## config.mk

```make
export PLATFORM = sky130hd
export DESIGN_NAME = ntt_result_reader_flat
export DESIGN_NICKNAME = d
export VERILOG_FILES = /design/src/rtl/ntt_result_reader_pkg.sv /design/src/rtl/ntt_result_reader_if.sv /design/src/rtl/ntt_skid_fifo2.sv /design/src/rtl/ntt_result_reader.sv /design/src/flat_wrapper.sv
export SDC_FILE = /design/constraint.sdc
export NUM_CORES = 1
export LEC_CHECK = 0
export CAP_MARGIN = 20
export CORE_MARGIN = 1.5
export CORE_UTILIZATION = 48
export CTS_CLUSTER_SIZE = 10
export DETAILED_ROUTE_END_ITERATION = 7
export GPL_ROUTABILITY_DRIVEN = 0
export PLACE_DENSITY = 0.85
export SYNTH_ARGS = -nofsm -noshare
export SYNTH_HDL_FRONTEND = slang
export SYNTH_SLANG_ARGS = --single-unit
export TNS_END_PERCENT = 30
```

## constraint.sdc

```tcl
create_clock -name clk -period 5.94 [get_ports clk]
set_input_delay 1.188 -clock clk [delete_from_list [all_inputs] [get_ports clk]]
set_output_delay 1.188 -clock clk [all_outputs]
set_load 0.01 [all_outputs]
```

## src/rtl/ntt_result_reader_pkg.sv

```systemverilog
// Shared definitions for the NTT result read-out path.
// Holds the default bank address width, the coefficient width, the read-out
// FSM state encoding and the bank-index encoding shared with the address
// generator (bank = set*2 + coefficient parity).
package ntt_result_reader_pkg;

  localparam int Addrwidth = 3;
  localparam int DataWidth = 16;

  typedef enum logic [1:0] {
    ST_IDLE  = 2'd0,
    ST_READ  = 2'd1,
    ST_DRAIN = 2'd2
  } rd_state_e;

  // Bank number for a coefficient: the set picks the ram pair, the
  // coefficient parity picks the bank inside the pair.
  function automatic logic [1:0] bank_index(input logic set, input logic parity);
    return {set, parity};
  endfunction

endpackage

```

## src/rtl/ntt_result_reader_if.sv

```systemverilog
// Output stream of the result reader.
// Ports: out_data (coefficient), out_valid, out_last (coefficient N-1),
// out_ready (consumer back-pressure). master = reader, slave = consumer.
interface ntt_result_reader_if #(
  parameter int DATA_W = 16
);
  logic [DATA_W-1:0] out_data;
  logic              out_valid;
  logic              out_last;
  logic              out_ready;

  modport master (output out_data, output out_valid, output out_last, input out_ready);
  modport slave  (input out_data, input out_valid, input out_last, output out_ready);
endinterface

```

## src/rtl/ntt_skid_fifo2.sv

```systemverilog
// Two-entry FIFO with occupancy count; push and pop may happen together.
// Ports: clk, reset (sync, active high), push/push_data, pop, head (oldest
// entry, register-backed), count (0..2). The caller never pushes when full
// and never pops when empty.
module ntt_skid_fifo2 #(
  parameter int W = 17
) (
  input  logic         clk,
  input  logic         reset,
  input  logic         push,
  input  logic [W-1:0] push_data,
  input  logic         pop,
  output logic [W-1:0] head,
  output logic [1:0]   count
);

  logic [W-1:0] mem_r [2];
  logic         wr_ptr_r;
  logic         rd_ptr_r;
  logic [1:0]   count_r;

  // Storage, pointers and occupancy update.
  always_ff @(posedge clk) begin
    if (reset) begin
      mem_r[0] <= '0;
      mem_r[1] <= '0;
      wr_ptr_r <= 1'b0;
      rd_ptr_r <= 1'b0;
      count_r  <= 2'd0;
    end else begin
      if (push) begin
        mem_r[wr_ptr_r] <= push_data;
        wr_ptr_r        <= ~wr_ptr_r;
      end
      if (pop) begin
        rd_ptr_r <= ~rd_ptr_r;
      end
      count_r <= count_r + {1'b0, push} - {1'b0, pop};
    end
  end

  assign head  = mem_r[rd_ptr_r];
  assign count = count_r;

endmodule

```

## src/rtl/ntt_result_reader.sv

```systemverilog
// Drains a finished NTT/INTT result from the coefficient banks (port B) in
// coefficient order (or bit-reversed order when BITREV=1) and streams it out.
// Ports: clk, reset (sync, active high), start/ram_flag (request + result
// set), ram0..3_enb / r_addr / ram0..3_doutb (bank port B, 1-cycle read),
// out_if (valid/ready stream with last), busy, done (1-cycle pulse).
module ntt_result_reader
  import ntt_result_reader_pkg::*;
#(
  parameter int ADDR_W = Addrwidth,
  parameter int DATA_W = DataWidth,
  parameter int BITREV = 0
) (
  input  logic              clk,
  input  logic              reset,
  input  logic              start,
  input  logic              ram_flag,
  output logic              ram0_enb,
  output logic              ram1_enb,
  output logic              ram2_enb,
  output logic              ram3_enb,
  output logic [ADDR_W-1:0] r_addr,
  input  logic [DATA_W-1:0] ram0_doutb,
  input  logic [DATA_W-1:0] ram1_doutb,
  input  logic [DATA_W-1:0] ram2_doutb,
  input  logic [DATA_W-1:0] ram3_doutb,
  ntt_result_reader_if.master out_if,
  output logic              busy,
  output logic              done
);

  localparam int KW = ADDR_W + 1;
  localparam logic [KW-1:0] KLast = {KW{1'b1}};

  rd_state_e     state_r, state_s;
  logic          set_r;
  logic [KW-1:0] k_r;
  logic [KW-1:0] rev_s;
  logic [KW-1:0] idx_s;
  logic [1:0]    bank_s;
  logic          inflight_r;
  logic [1:0]    bank_sel_r;
  logic          last_tag_r;
  logic          busy_r;
  logic          done_r;
  logic          issue_s;
  logic          pop_s;
  logic          drain_done_s;
  logic [1:0]    count_s;
  logic [1:0]    credit_s;
  logic [3:0]    enb_s;
  logic [DATA_W:0] push_data_s;
  logic [DATA_W:0] head_s;

  ntt_skid_fifo2 #(.W(DATA_W + 1)) u_fifo (
    .clk       (clk),
    .reset     (reset),
    .push      (inflight_r),
    .push_data (push_data_s),
    .pop       (pop_s),
    .head      (head_s),
    .count     (count_s)
  );

  // Coefficient index to read and the bank that holds it.
  always_comb begin
    rev_s = '0;
    for (int i = 0; i < KW; i++) begin
      rev_s[i] = k_r[KW-1-i];
    end
    if (BITREV != 0) begin
      idx_s = rev_s;
    end else begin
      idx_s = k_r;
    end
    bank_s = bank_index(set_r, idx_s[0]);
  end

  // Read issue: an entry popped this cycle frees its slot immediately, which
  // is what sustains one coefficient per cycle with out_ready held high.
  always_comb begin
    pop_s    = (count_s != 2'd0) && out_if.out_ready;
    credit_s = count_s - {1'b0, pop_s} + {1'b0, inflight_r};
    issue_s  = (state_r == ST_READ) && (credit_s < 2'd2);
    enb_s    = 4'b0000;
    r_addr   = '0;
    if (issue_s) begin
      enb_s[bank_s] = 1'b1;
      r_addr        = idx_s[KW-1:1];
    end else begin
      enb_s  = 4'b0000;
      r_addr = '0;
    end
  end

  assign ram0_enb = enb_s[0];
  assign ram1_enb = enb_s[1];
  assign ram2_enb = enb_s[2];
  assign ram3_enb = enb_s[3];

  // Select the returning bank's data and attach the last tag.
  always_comb begin
    push_data_s = '0;
    case (bank_sel_r)
      2'd0:    push_data_s = {last_tag_r, ram0_doutb};
      2'd1:    push_data_s = {last_tag_r, ram1_doutb};
      2'd2:    push_data_s = {last_tag_r, ram2_doutb};
      2'd3:    push_data_s = {last_tag_r, ram3_doutb};
      default: push_data_s = '0;
    endcase
  end

  // Next-state logic; DRAIN ends on the handshake of the tagged last entry,
  // which is necessarily the only entry left with nothing in flight.
  always_comb begin
    state_s      = state_r;
    drain_done_s = 1'b0;
    case (state_r)
      ST_IDLE: begin
        if (start) begin
          state_s = ST_READ;
        end else begin
          state_s = ST_IDLE;
        end
      end
      ST_READ: begin
        if (issue_s && (k_r == KLast)) begin
          state_s = ST_DRAIN;
        end else begin
          state_s = ST_READ;
        end
      end
      ST_DRAIN: begin
        if (pop_s && head_s[DATA_W] && (count_s == 2'd1) && !inflight_r) begin
          drain_done_s = 1'b1;
          state_s      = ST_IDLE;
        end else begin
          state_s = ST_DRAIN;
        end
      end
      default: state_s = ST_IDLE;
    endcase
  end

  // State, counters, in-flight tracking and status registers.
  always_ff @(posedge clk) begin
    if (reset) begin
      state_r    <= ST_IDLE;
      set_r      <= 1'b0;
      k_r        <= '0;
      inflight_r <= 1'b0;
      bank_sel_r <= 2'd0;
      last_tag_r <= 1'b0;
      busy_r     <= 1'b0;
      done_r     <= 1'b0;
    end else begin
      state_r    <= state_s;
      inflight_r <= issue_s;
      done_r     <= drain_done_s;
      if ((state_r == ST_IDLE) && start) begin
        set_r  <= ram_flag;
        k_r    <= '0;
        busy_r <= 1'b1;
      end
      if (issue_s) begin
        bank_sel_r <= bank_s;
        last_tag_r <= (k_r == KLast);
        k_r        <= k_r + {{(KW-1){1'b0}}, 1'b1};
      end
      if (drain_done_s) begin
        busy_r <= 1'b0;
      end
    end
  end

  assign out_if.out_valid = (count_s != 2'd0);
  assign out_if.out_data  = head_s[DATA_W-1:0];
  assign out_if.out_last  = head_s[DATA_W];
  assign busy             = busy_r;
  assign done             = done_r;

endmodule

```

## src/flat_wrapper.sv

```systemverilog
// flat-port wrapper written by rule: the top's interface ports become plain ports
module ntt_result_reader_flat import ntt_result_reader_pkg::*;
#(
  parameter int ADDR_W = Addrwidth,
  parameter int DATA_W = DataWidth,
  parameter int BITREV = 0
)
  (clk, reset, start, ram_flag, ram0_enb, ram1_enb, ram2_enb, ram3_enb, r_addr, ram0_doutb, ram1_doutb, ram2_doutb, ram3_doutb, busy, done, out_if_out_data, out_if_out_valid, out_if_out_last, out_if_out_ready);
  ntt_result_reader_if #(.DATA_W(DATA_W)) out_if_i ();
  input  logic clk;
  input  logic reset;
  input  logic start;
  input  logic ram_flag;
  output logic ram0_enb;
  output logic ram1_enb;
  output logic ram2_enb;
  output logic ram3_enb;
  output logic [ADDR_W-1:0] r_addr;
  input  logic [DATA_W-1:0] ram0_doutb;
  input  logic [DATA_W-1:0] ram1_doutb;
  input  logic [DATA_W-1:0] ram2_doutb;
  input  logic [DATA_W-1:0] ram3_doutb;
  output logic busy;
  output logic done;
  output wire logic [$bits(out_if_i.out_data)-1:0] out_if_out_data;
  output wire logic [$bits(out_if_i.out_valid)-1:0] out_if_out_valid;
  output wire logic [$bits(out_if_i.out_last)-1:0] out_if_out_last;
  input wire logic [$bits(out_if_i.out_ready)-1:0] out_if_out_ready;
  assign out_if_out_data = out_if_i.out_data;
  assign out_if_out_valid = out_if_i.out_valid;
  assign out_if_out_last = out_if_i.out_last;
  assign out_if_i.out_ready = out_if_out_ready;
  ntt_result_reader #(.ADDR_W(ADDR_W), .DATA_W(DATA_W), .BITREV(BITREV)) u_core (.clk(clk), .reset(reset), .start(start), .ram_flag(ram_flag), .ram0_enb(ram0_enb), .ram1_enb(ram1_enb), .ram2_enb(ram2_enb), .ram3_enb(ram3_enb), .r_addr(r_addr), .ram0_doutb(ram0_doutb), .ram1_doutb(ram1_doutb), .ram2_doutb(ram2_doutb), .ram3_doutb(ram3_doutb), .out_if(out_if_i), .busy(busy), .done(done));
endmodule
```

Word-level counts from Yosys, hierarchy flattened
Memory sizes are Yosys's and may differ from the RTL's. A register that Yosys moved wholly into a read port is not among the register bits.
Index checks and enable logic that the tools add are counted.
- add/sub/neg operators: 5
- magnitude comparators: 3
- eq/ne operators: 7
- muxes and demuxes: 23
- bitwise logic cells: 2
- reductions and logical operators: 15
- operators by type and width (operator ; count):
    17-bit case mux with 4 select lines ; 1
    17-bit 2-to-1 mux ; 1
    17-bit OR reduction ; 1
    1-bit 2-to-1 mux ; 13
    4-bit 2-to-1 mux ; 3
    1-bit logical AND ; 8
    2-bit by 1-bit equality test with 1-bit output, second input constant ; 3
    2-bit equality test, second input constant ; 3
    2-bit case mux with 3 select lines ; 1
    2-bit by 1-bit adder with 2-bit output ; 2
    4-bit by 1-bit adder with 4-bit output, second input constant ; 1
    4-bit equality test, second input constant ; 1
    2-bit zero test ; 2
    2-bit 2-to-1 mux ; 2
    2-bit nonzero test ; 2
    2-bit by 1-bit subtractor with 2-bit output ; 2
    2-bit by 3-bit < comparator with 1-bit output, second input constant ; 1
    3-bit 2-to-1 mux ; 1
    1-bit demux with 2-bit select ; 1
    2-bit by 1-bit greater-or-equal comparator with 1-bit output, second input constant ; 1
    2-bit < comparator, second input constant ; 1
    1-bit NOT ; 2
    2-bit OR reduction ; 1
    1-bit zero test ; 1
- flip-flop bits (word level): 17
- memory bits (writable): 34
- output and inout port bits: 27
- word-level logic and storage cells: 67
- memories: 1
- memory list (memory ; depth ; width ; read ports ; clocked after memory_dff ; wr ports ; line ; RTL):
    u_core.u_fifo.mem_r ; 2 ; 17 ; 1 ; 1 ; 2 ; ntt_skid_fifo2.sv:17 ; logic [W-1:0] mem_r [2];

Depth between registers and ports, before layout
Gate-level depths: netlist (run 1).
- depth after elaboration: 9
- gate-level depth with buffers: 9

Cells and area by module
Synthesis (run 1) repeated with hierarchy kept, for this count alone.
- cell total of the unflattened synthesis: 229
- area total of the unflattened synthesis: 2825.2 sq um
- by module, submodules not included (module ; times used ; cells an instance ; area each (sq um) ; seq. area each (sq um)):
    ntt_skid_fifo2 ; 1 ; 130 ; 1769.2 ; 1121.1
    ntt_result_reader ; 1 ; 99 ; 1056.0 ; 260.2

Worst setup path before layout (run 1)
Ideal clock, no wire load.
- path kind: input to output
- start: in out_if_out_ready
- end: out ram3_enb
- arrival time: 2.354 ns
- required time: 4.752 ns
- path slack: 2.398 ns
- cell stages on the path: 7
- path buffers: 1
- cells stage by stage: nand2_1 > xnor2_1 > ha_1 > and2_1 > mux2_2 > buf_2 > and3_1
- longest elaborated chain between the ends: 6
- RTL lines (item ; line ; RTL):
    start, declared ; flat_wrapper.sv:28 ; input wire logic [$bits(out_if_i.out_ready)-1:0] out_if_out_ready;
    1-bit logical AND ; ntt_result_reader.sv:81 ; pop_s = (count_s != 2'd0) && out_if.out_ready;
    2-bit by 1-bit subtractor with 2-bit output ; ntt_result_reader.sv:82 ; credit_s = count_s - {1'b0, pop_s} + {1'b0, inflight_r};
    2-bit by 1-bit adder with 2-bit output ; ntt_result_reader.sv:82 ;
    2-bit < comparator ; ntt_result_reader.sv:83 ; issue_s = (state_r == ST_READ) && (credit_s < 2'd2);
    1-bit logical AND ; ntt_result_reader.sv:83 ;
    4-bit 2-to-1 mux ; ntt_result_reader.sv:86 ; if (issue_s) begin
    end, declared ; flat_wrapper.sv:17 ; output logic ram3_enb;
No other way between the ends.

Final worst setup path (run 1)
- start: in out_if_out_ready
- end: out ram1_enb
- longest elaborated chain between the ends: 6
- RTL lines (item ; line ; RTL):
    1-bit logical AND ; ntt_result_reader.sv:81 ;
    2-bit by 1-bit subtractor with 2-bit output ; ntt_result_reader.sv:82 ;
    2-bit by 1-bit adder with 2-bit output ; ntt_result_reader.sv:82 ;
    2-bit < comparator ; ntt_result_reader.sv:83 ;
    1-bit logical AND ; ntt_result_reader.sv:83 ;
    4-bit 2-to-1 mux ; ntt_result_reader.sv:86 ;
    end, declared ; flat_wrapper.sv:15 ; output logic ram1_enb;
No other way between the ends.

==> summary.md, run 1 <==
| Metric | Value |
|---|---|
| N_diodes | 0 |
| Share of cells above drive strength 1 | 15.5% |
| Slew Limit Fails | 0 |
| Number of DRC markers in iteration 0 | 66 |
| RSZ-0062 raised after global routing | no |
| Gr usage total | 20.6% |
| Final routed DRC violation total | 0 |
| Status | finished, final reports clean |
| Num Clock Sinks | 52 |
| Mapped Cells | 206 |
| Peak fanout along the critical path | 13 |
| Via density per instance | 5.18 |
| Initial DRT Pass Iterations | 4 |
| Vias | 1900 |
| Max-Cap Viols | 0 |
| Slew HR | 41.1% |
| Clock buffer depth | 2 |
| VDD IR max | around 0.18 mV |
| Max Fclk | 210 MHz |
| Post-synthesis cell type count | 34 |
| Delay-heaviest family, CP | buffers and inverters |
| Syn nets | about 280 |
| Number of port buffers | between 90 and 100 |
| CTS resizes | 0 |
| CP most frequent cell | clkdlybuf4s50_1 |
| FF+latch count, synth | 52 |
| Mapped Area | 2660 sq um |
| Average wire per standard cell | roughly 16 microns |
| Die ar. | 6000 sq um |
| Worst path buffer plus inverter count | 2 |
| Hold Buf Count CTS | 0 |
| Initial Util | 50.8% |
| Vias in the first global route | 1977 |
| Core area | approximately 5200 sq um |
| TNS Setup | 0 ps |
| Final setup violation count | 0 |
| Hold WC Path Type | flip-flop to flip-flop |
| Leakage power | 1.31 nW |
| Overall power after layout | ~0.00093 W |
| Startpoint Class | input port |
| Standard-cell rows | 26 |
| H-tree depth | 2 |
| CP cell instances | clkdlybuf4s50_1 -> nand2_1 -> xnor2_1 -> ha_1 -> and2_1 -> mux2i_1 -> nor3b_1 -> clkdlybuf4s50_1 |
| Yosys warnings | 0 |
| Avg Inst Size Synth | roughly 13 sq um |
| Post-CTS Setup Inserts | 0 |
| Worst Clk Skew | 7.33 ps |
| Commonest non-fill, non-tap cell in the layout | clkdlybuf4s50_1 |
| Slew @ Worst Pin | around 860 ps |
| Pin count of the biggest net entering global routing | 23 |
| Synthesis-to-layout area growth | 41.3% |
| Nets | 367 |
| Most frequent cells in the layout | clkdlybuf4s50_1 (95), edfxtp_1 (34), and2_1 (21) |
| Critical Path AT | about 3600 ps |
| Final Cycle Share | between 80% and 90% |
| Worst-path clk slew | 80 ps |
| Required time of the worst setup path | 4750 ps |
| Chip height | 77.4 microns |
| Kind of critical path | input port to primary output |
| Critical path's largest stage delay | roughly 650 ps |
| CTS tree | done |
| Fin. Hold Viols | 0 |
| Clk_lat worst skew | 300 ps |
| Slowest-stage cell, CP | mux2i_1 |
| Num CTS Buffers | 5 |
| Fin crit period | 4760 ps |
| Crit end category | primary output |
| Die width | 77.4 microns |
| PwrDens | 248 nW/um^2 |
| Detailed placement HPWL | about 4300 microns |
| Io pins | 96 |
| Final WL | 5750 microns |
| Overflow after GRT | 0 |
| Seq/Total Area, Yosys | 51.9% |
| Final ANT Viol Nets | 0 |
| Antenna violations before repair | 0 |
| Clock Tree Root | clkbuf_8 |
| First-pass GRT wire length | 9530 microns |
cell type report:
type / instances / area (sq um)
fill: 371 / 1480
sequential: 52 / 1380
multi-input combinational: 139 / 1210
timing repair buffer: 96 / 978
clock buffer: 8 / 91.3
tap: 70 / 87.6
inverter: 2 / 7.51
worst reg2reg max path, delay by kind of cell, from the launching register on:
family	cells	cell delay, ps
and+or+nand+nor	4	730
muxes	1	680
DFF	1	340
adders and majority gates	1	220
xor gates and xnor gates	1	130
AOI/OAI and AO/OA	1	80
where the power goes:
group          switching [W]  leakage [nW]  internal, W
sequential         0.0000348         0.500     0.000417
combinational      0.0000987         0.764     0.000180
clock               0.000105        0.0485    0.0000967
path summary, 6_finish.rpt:
| check | startpoint | to | slack [ps] | cells after the start |
|---|---|---|---|---|
| hold / removal | u_core.last_tag_r | u_core.last_tag_r | 480 | 2 |
| hold reg to reg | u_core.last_tag_r | u_core.last_tag_r | 480 | 2 |
| setup reg to reg | u_core.u_fifo.count[1] | u_core.state_r[1] | 3600 | 8 |
| setup / recovery | out_if_out_ready | ram1_enb | 1180 | 8 |
sequential cells by signal, summed over array words and instances (netlist names), 2 cells and up, named ones only:
register and cells:
u_core.state_r 2, u_core.idx_s 4, u_core.u_fifo.count 2, u_core.u_fifo.mem_r 34, u_core.bank_sel_r 2
stage by stage:
stage               hold WS, ps  instances  util, %  cell area (sq um)  setup slack, ps
floorplan                   445        206        -               2660             2400
global placement            458        358     69.5               3640             1230
detailed placement          469        359     70.0               3670             1180
CTS                         481        367     71.7               3760             1160
global route                522        367     71.7               3760              916
finish                      485        367     71.7               3760             1180
cells by family after synthesis:
kind of cell             count (synthesis)  synth area share, %
XOR/XNOR                                 4                 1.32
AND/OR/NAND/NOR                         84                 18.2
flip-flops                              52                 51.9
multiplexers                            35                 21.5
adder cells (fa/ha/maj)                  2                0.941
AO/OA/AOI/OAI                           14                 3.39
buffers and inverters                   15                 2.73
synthesized netlist by cell type (all sizes together):
library cell,count,share of area [%]
a21o,1,0.28
a21oi,9,2.1
a221oi,1,0.33
a31oi,2,0.47
and2,21,4.9
and3,1,0.24
and4bb,1,0.61
buf,8,1.7
clkbuf,5,0.71
dfxtp,18,14
edfxtp,34,38
ha,2,0.94
inv,2,0.28
mux2,18,7.6
mux2i,1,0.38
mux4,16,14
nand2,11,1.6
nand2b,3,0.71
nand3,8,1.5
nand3b,3,0.85
nor2,8,1.1
nor2b,20,4.7
nor3,2,0.38
nor3b,3,0.85
o21ai,1,0.19
or2,2,0.47
or3,1,0.24
xnor2,2,0.66
xor2,2,0.66
routing by layer:
metal	part of all wire, %	up-vias	track usage (%)	wire length (microns)
li1	-	930	-	-
met1	41	914	24.5	2380
met2	52	47	36.5	3010
met3	4.5	9	4.82	258
met4	1.9	0	7.09	109
met5	0	-	0	0
Power figures use the tool's default switching activity.
==> inputs of run 2 (changes only) <==
--- a/config.mk
+++ b/config.mk
@@ -7,11 +7,11 @@
 export LEC_CHECK = 0
 export CAP_MARGIN = 20
 export CORE_MARGIN = 1.5
-export CORE_UTILIZATION = 48
+export CORE_UTILIZATION = 45
 export CTS_CLUSTER_SIZE = 10
 export DETAILED_ROUTE_END_ITERATION = 7
 export GPL_ROUTABILITY_DRIVEN = 0
-export PLACE_DENSITY = 0.85
+export PLACE_DENSITY = 0.81
 export SYNTH_ARGS = -nofsm -noshare
 export SYNTH_HDL_FRONTEND = slang
 export SYNTH_SLANG_ARGS = --single-unit
==> constraint.sdc (replaced) <==
create_clock -name clk -period 4.6 [get_ports clk]
set_input_delay 0.92 -clock clk [delete_from_list [all_inputs] [get_ports clk]]
set_output_delay 0.92 -clock clk [all_outputs]
set_load 0.01 [all_outputs]
==> summary.md, run 2 (synthesized netlist as in run 1, its figures left out) <==
| Metric | Value |
|---|---|
| Status | finished, final reports clean |
| Synthesis-to-layout area growth | 41.2% (about the same) |
| Final setup violation count | 0 (unchanged) |
| Chip height | 79.9 microns (+3.2%) |
| Worst-path clk slew | 100 ps (+20 ps) |
| Most frequent cells in the layout | clkdlybuf4s50_1 (95), edfxtp_1 (34), and2_1 (21) |
| First-pass GRT wire length | 9430 microns (-1.1%) |
| Kind of critical path | input port to primary output |
| TNS Setup | 0 ps (unchanged) |
| CTS tree | done |
| Hold Buf Count CTS | 0 (unchanged) |
| Max reg flops | 34 (unchanged) |
| Crit end category | primary output |
| Initial Util | 47.4% (-3.4 points) |
| Vias | 1954 (+2.8%) |
| Startpoint Class | input port |
| Fillers | 435 (+17%) |
| DP Area | 3660 sq um (about the same) |
| Clk_lat worst skew | 300 ps (about the same) |
| Leakage power | 1.32 nW (+0.39%) |
| Fin. Hold Viols | 0 (unchanged) |
| Final Cycle Share | 87.3% |
| GRT met1 Usage | 22.9% (-1.6 points) |
| VDD IR max | 0.162 mV (-7.7%) |
| Die width | 79.9 microns (+3.2%) |
| Antenna violations before repair | 0 (unchanged) |
| Overflow after GRT | 0 (unchanged) |
| Vias in the first global route | 1960 (-0.86%) |
| Cell area after layout | 3760 sq um (about the same) |
| Gr usage total | 19.4% (-1.2 points) |
| Via density per instance | 5.27 (+1.7%) |
| Top reg by flops | u_core.u_fifo.mem_r |
| Standard-cell rows | 27 (+3.8%) |
| Average wire per standard cell | 16.5 microns (+4.9%) |
| Final ANT Viol Nets | 0 (unchanged) |
| H-tree depth | 2 (unchanged) |
| Commonest non-fill, non-tap cell in the layout | clkdlybuf4s50_1 |
| Num Clock Sinks | 52 (unchanged) |
| GR Layer Usage met3 | 4.11% (-0.71 points) |
| Final routed DRC violation total | 0 (unchanged) |
| GR peak layer | met2 |
| Fin crit period | roughly 4000 ps |
| Clock Tree Root | clkbuf_8 |
| Hold WC Path Type | flip-flop to flip-flop |
| Slew HR | 39.9% (-1.2 points) |
| Met2 Track Usage GR | 35.4% (-1.1 points) |
| Core area | 5610 sq um (+7.1%) |
| PwrDens | 322 nW/um^2 (+30%) |
| Worst Clk Skew | 9.77 ps (+2.45 ps) |
| Max-Cap Viols | 0 (unchanged) |
| Required time of the worst setup path | 3680 ps (-1070 ps) |
| Die ar. | 6380 sq um (+6.4%) |
| Peak fanout along the critical path | 11 (-2) |
| Share of cells above drive strength 1 | 16.4% (+0.90 points) |
| Post-CTS Setup Inserts | 0 (unchanged) |
| Max Fclk | 249 MHz |
| Initial DRT Pass Iterations | 4 (unchanged) |
| N_diodes | 0 (unchanged) |
| Num CTS Buffers | 5 (unchanged) |
| CTS resizes | 0 (unchanged) |
| Clock buffer depth | 2 (unchanged) |
| Slew Limit Fails | 0 (unchanged) |
| Final WL | 6100 microns (+6.1%) |
| RSZ-0062 raised after global routing | no |
| Number of port buffers | 95 (unchanged) |
| Slew @ Worst Pin | 897 ps (+38.5 ps) |
| Number of DRC markers in iteration 0 | 80 (+21%) |
| Critical Path AT | 3090 ps (-490 ps) |
| Io pins | 96 (unchanged) |
| Nets | 369 (+0.54%) |
| Pin count of the biggest net entering global routing | 23 (unchanged) |
| Detailed placement HPWL | 4490 microns (+4.9%) |
[run 2: cell count changes in the layout (fill, tap and decap cells not counted)]
cell      previous run  this run
buf_16               1         0
clkbuf_2             1         0
buf_4                0         3
clkinv_2             0         2
clkbuf_1             1         0
[run 2: worst paths after layout]
check,from,to,slack (ps),cells past startpoint
setup / recovery,out_if_out_ready,ram2_enb,590,9
hold reg to reg,u_core.last_tag_r,u_core.last_tag_r,480,2
setup reg to reg,u_core.u_fifo.count[1],u_core.state_r[1],2310,9
hold / removal,u_core.last_tag_r,u_core.last_tag_r,480,2
[run 2: critical path, stage by stage]
cell and delay (ps):
clkdlybuf4s50_1 510, nand2_1 100, xnor2_1 180, ha_1 230, and2_1 150, mux2_2 260
nand2_1 110, nor2_1 90, clkdlybuf4s50_1 540
[run 2: per-stage QoR]
| step | setup slack [ps] | utilization (%) | total power (W) | cells | hold WS (ps) |
|---|---|---|---|---|---|
| after global placement | 635 | 65.3 | 0.000951 | 363 | 455 |
| after CTS | 573 | 67.0 | 0.00122 | 371 | 478 |
| after global routing | 398 | 67.0 | 0.00126 | 371 | 519 |
| after floorplan | 1590 | - | 0.000779 | 206 | 445 |
| final | 586 | 67.0 | 0.00121 | 371 | 478 |
| after detailed placement | 590 | 65.3 | 0.000960 | 363 | 465 |
[run 2: routing by layer]
metal | wire, microns | vias to the layer above
met5 | 0 | -
met4 | 31 | 0
met3 | 410 | 2
met2 | 3340 | 59
met1 | 2320 | 960
li1 | - | 933
[run 2: final cells by class]
cell class | count | area [sq um] | share of cell area, %
tap | 72 | 90.1 | 2.40
multi-input combinational | 139 | 1210 | 32.2
clock buffer | 6 | 82.6 | 2.20
clock inverter | 2 | 10.0 | 0.266
timing repair buffer | 98 | 973 | 25.9
inverter | 2 | 7.51 | 0.200
sequential | 52 | 1380 | 36.8
[run 2: power breakdown]
group	switching [W]	internal, W	total, W
clock network	0.000144	0.000120	0.000264
logic	0.000130	0.000232	0.000362
registers	0.0000456	0.000539	0.000584
==> inputs of run 3 (changes only) <==
--- a/config.mk
+++ b/config.mk
@@ -5,7 +5,6 @@
 export SDC_FILE = /design/constraint.sdc
 export NUM_CORES = 1
 export LEC_CHECK = 0
-export CAP_MARGIN = 20
 export CORE_MARGIN = 1.5
 export CORE_UTILIZATION = 45
 export CTS_CLUSTER_SIZE = 10
==> constraint.sdc (replaced) <==
create_clock -name clk -period 4.6 [get_ports clk]
set_input_delay 0.69 -clock clk [delete_from_list [all_inputs] [get_ports clk]]
set_output_delay 0.69 -clock clk [all_outputs]
set_load 0.01 [all_outputs]
==> summary.md, run 3 (synthesized netlist as in run 1, its figures left out) <==
| Metric | Value |
|---|---|
| Met2 wire length | 3180 microns (-4.8%) |
| Final WL | 5900 microns (-3.3%) |
| H-tree depth | 2 (unchanged) |
| Gr usage total | 19.2% (-0.22 points) |
| Num CTS Buffers | 5 (unchanged) |
| Clk_lat worst skew | 300 ps (about the same) |
| Status | finished, final reports clean |
| Antenna violations before repair | 0 (unchanged) |
| Initial DRT Pass Iterations | 4 (unchanged) |
| Vias in the first global route | 1929 (-1.6%) |
| Die width | 79.9 microns (unchanged) |
| Final Cycle Share | 77.1% (-10 points) |
| Hold WC Path Type | flip-flop to flip-flop |
| Final ANT Viol Nets | 0 (unchanged) |
| Slew Limit Fails | 0 (unchanged) |
| Clock buffer depth | 2 (unchanged) |
| DR WL met3 | 283 microns (-31%) |
| Pin count of the biggest net entering global routing | 23 (unchanged) |
| Worst Clk Skew | 7.77 ps (-2.00 ps) |
| Max Fclk | 282 MHz (+13%) |
| Overflow after GRT | 0 (unchanged) |
| PwrDens | 317 nW/um^2 (-1.6%) |
| Number of DRC markers in iteration 0 | 128 (+60%) |
| Worst path buffer plus inverter count | 3 (+1) |
| Via density per instance | 5.17 (-1.8%) |
| Nets | 369 (unchanged) |
| Chip height | 79.9 microns (unchanged) |
| Fin. Hold Viols | 0 (unchanged) |
| Slowest-stage cell, CP | clkdlybuf4s50_1 |
| TNS Setup | 0 ps (unchanged) |
| Uppermost routed layer | met4 |
| Number of port buffers | 95 (unchanged) |
| Fin crit period | 3550 ps (-467 ps) |
| Die ar. | 6380 sq um (unchanged) |
| Required time of the worst setup path | 3910 ps (+230 ps) |
| # placed instances | 363 (unchanged) |
| Hold Buf Count CTS | 0 (unchanged) |
| Detailed placement HPWL | 4390 microns (-2.3%) |
| RSZ-0062 raised after global routing | no |
| Fin cells | 371 (unchanged) |
| Slew @ Worst Pin | 926 ps (+29.3 ps) |
| Core area | 5610 sq um (unchanged) |
| Top reg by flops | u_core.u_fifo.mem_r |
| Vias | 1918 (-1.8%) |
| First-pass GRT wire length | 9250 microns (-1.9%) |
| Leakage power | 1.31 nW (-0.84%) |
| Delay-heaviest family, CP | buffers and inverters |
| Io pins | 96 (unchanged) |
| Initial Util | 47.4% (unchanged) |
| Clock Tree Root | clkbuf_8 |
| Most frequent cells in the layout | clkdlybuf4s50_1 (95), edfxtp_1 (34), and2_1 (21) |
| CP cell instances | clkdlybuf4s50_1 -> nand2_1 -> xnor2_1 -> ha_1 -> nor2b_1 -> mux2i_1 -> buf_4 -> nor3b_1 -> clkdlybuf4s50_1 |
| CTS resizes | 0 (unchanged) |
| Final setup violation count | 0 (unchanged) |
| Num Clock Sinks | 52 (unchanged) |
| Average wire per standard cell | 15.9 microns (-3.3%) |
| CP most frequent cell | clkdlybuf4s50_1 |
| Max-Cap Viols | 0 (unchanged) |
| Standard-cell rows | 27 (unchanged) |
| Post-CTS Setup Inserts | 0 (unchanged) |
| Synthesis-to-layout area growth | 40.7% |
| Kind of critical path | input port to primary output |
| Crit end category | primary output |
| Worst-path clk slew | 80 ps (-20 ps) |
| N_diodes | 0 (unchanged) |
| Peak fanout along the critical path | 13 (+2) |
| Commonest non-fill, non-tap cell in the layout | clkdlybuf4s50_1 |
| Share of cells above drive strength 1 | 15.4% (-1.0 points) |
| Hold_ws | 480 ps (+1.58 ps) |
| Critical Path AT | 2860 ps (-230 ps) |
| Final routed DRC violation total | 0 (unchanged) |
| Startpoint Class | input port |
| Slew HR | 38.0% (-2.0 points) |
| Max reg flops | 34 (unchanged) |
| VDD IR max | 0.165 mV (+1.7%) |
| Critical path's largest stage delay | 580 ps (+40 ps) |
| Wl on met1 | 2380 microns (+2.8%) |
| CTS tree | done |
-- run 3: final timing paths --
path | start | endpoint | slack (ps) | cells after the start
worst max-delay path | out_if_out_ready | ram1_enb | 1050 | 9
worst min-delay path | u_core.last_tag_r | u_core.last_tag_r | 480 | 2
worst max register to register | u_core.u_fifo.count[1] | u_core.state_r[1] | 2460 | 9
worst min register to register | u_core.last_tag_r | u_core.last_tag_r | 480 | 2
-- run 3: layer usage --
layer | up-vias | GRT usage (%)
met3 | 6 | 4.57
met4 | 0 | 5.34
met1 | 931 | 22.9
met2 | 47 | 34.2
li1 | 934 | -
met5 | - | 0
-- run 3: final cells by class --
class,instances,area [sq um]
clock inverter,1,3.75
fill,444,1860
inverter,2,7.51
tap,72,90.1
clock buffer,7,76.3
multi-input combinational,139,1210
sequential,52,1380
timing repair buffer,98,973
-- run 3: per-stage QoR --
stage	power, W	util (%)	setup WS [ps]	instance area (sq um)
2_1_floorplan	0.000779	-	2050	2660
3_3_place_gp	0.000950	65.3	1100	3660
3_5_place_dp	0.000957	65.3	1050	3660
4_1_cts	0.00120	66.8	1030	3740
5_1_grt	0.00124	66.8	860	3740
6_report	0.00119	66.8	1050	3740
-- run 3: report_power, final --
group	total, W	internal (W)	switching (W)
Clock	0.000244	0.000106	0.000138
Sequential	0.000585	0.000539	0.0000460
Combinational	0.000359	0.000232	0.000126
-- run 3: worst register-to-register path, cell delays in order (launching register included) --
cell	delay [ps]
dfxtp_1	350
or2_2	310
nand2_1	120
xnor2_1	130
ha_1	220
and2_1	150
mux2i_1	70
buf_4	180
or2_1	260
a221oi_1	260
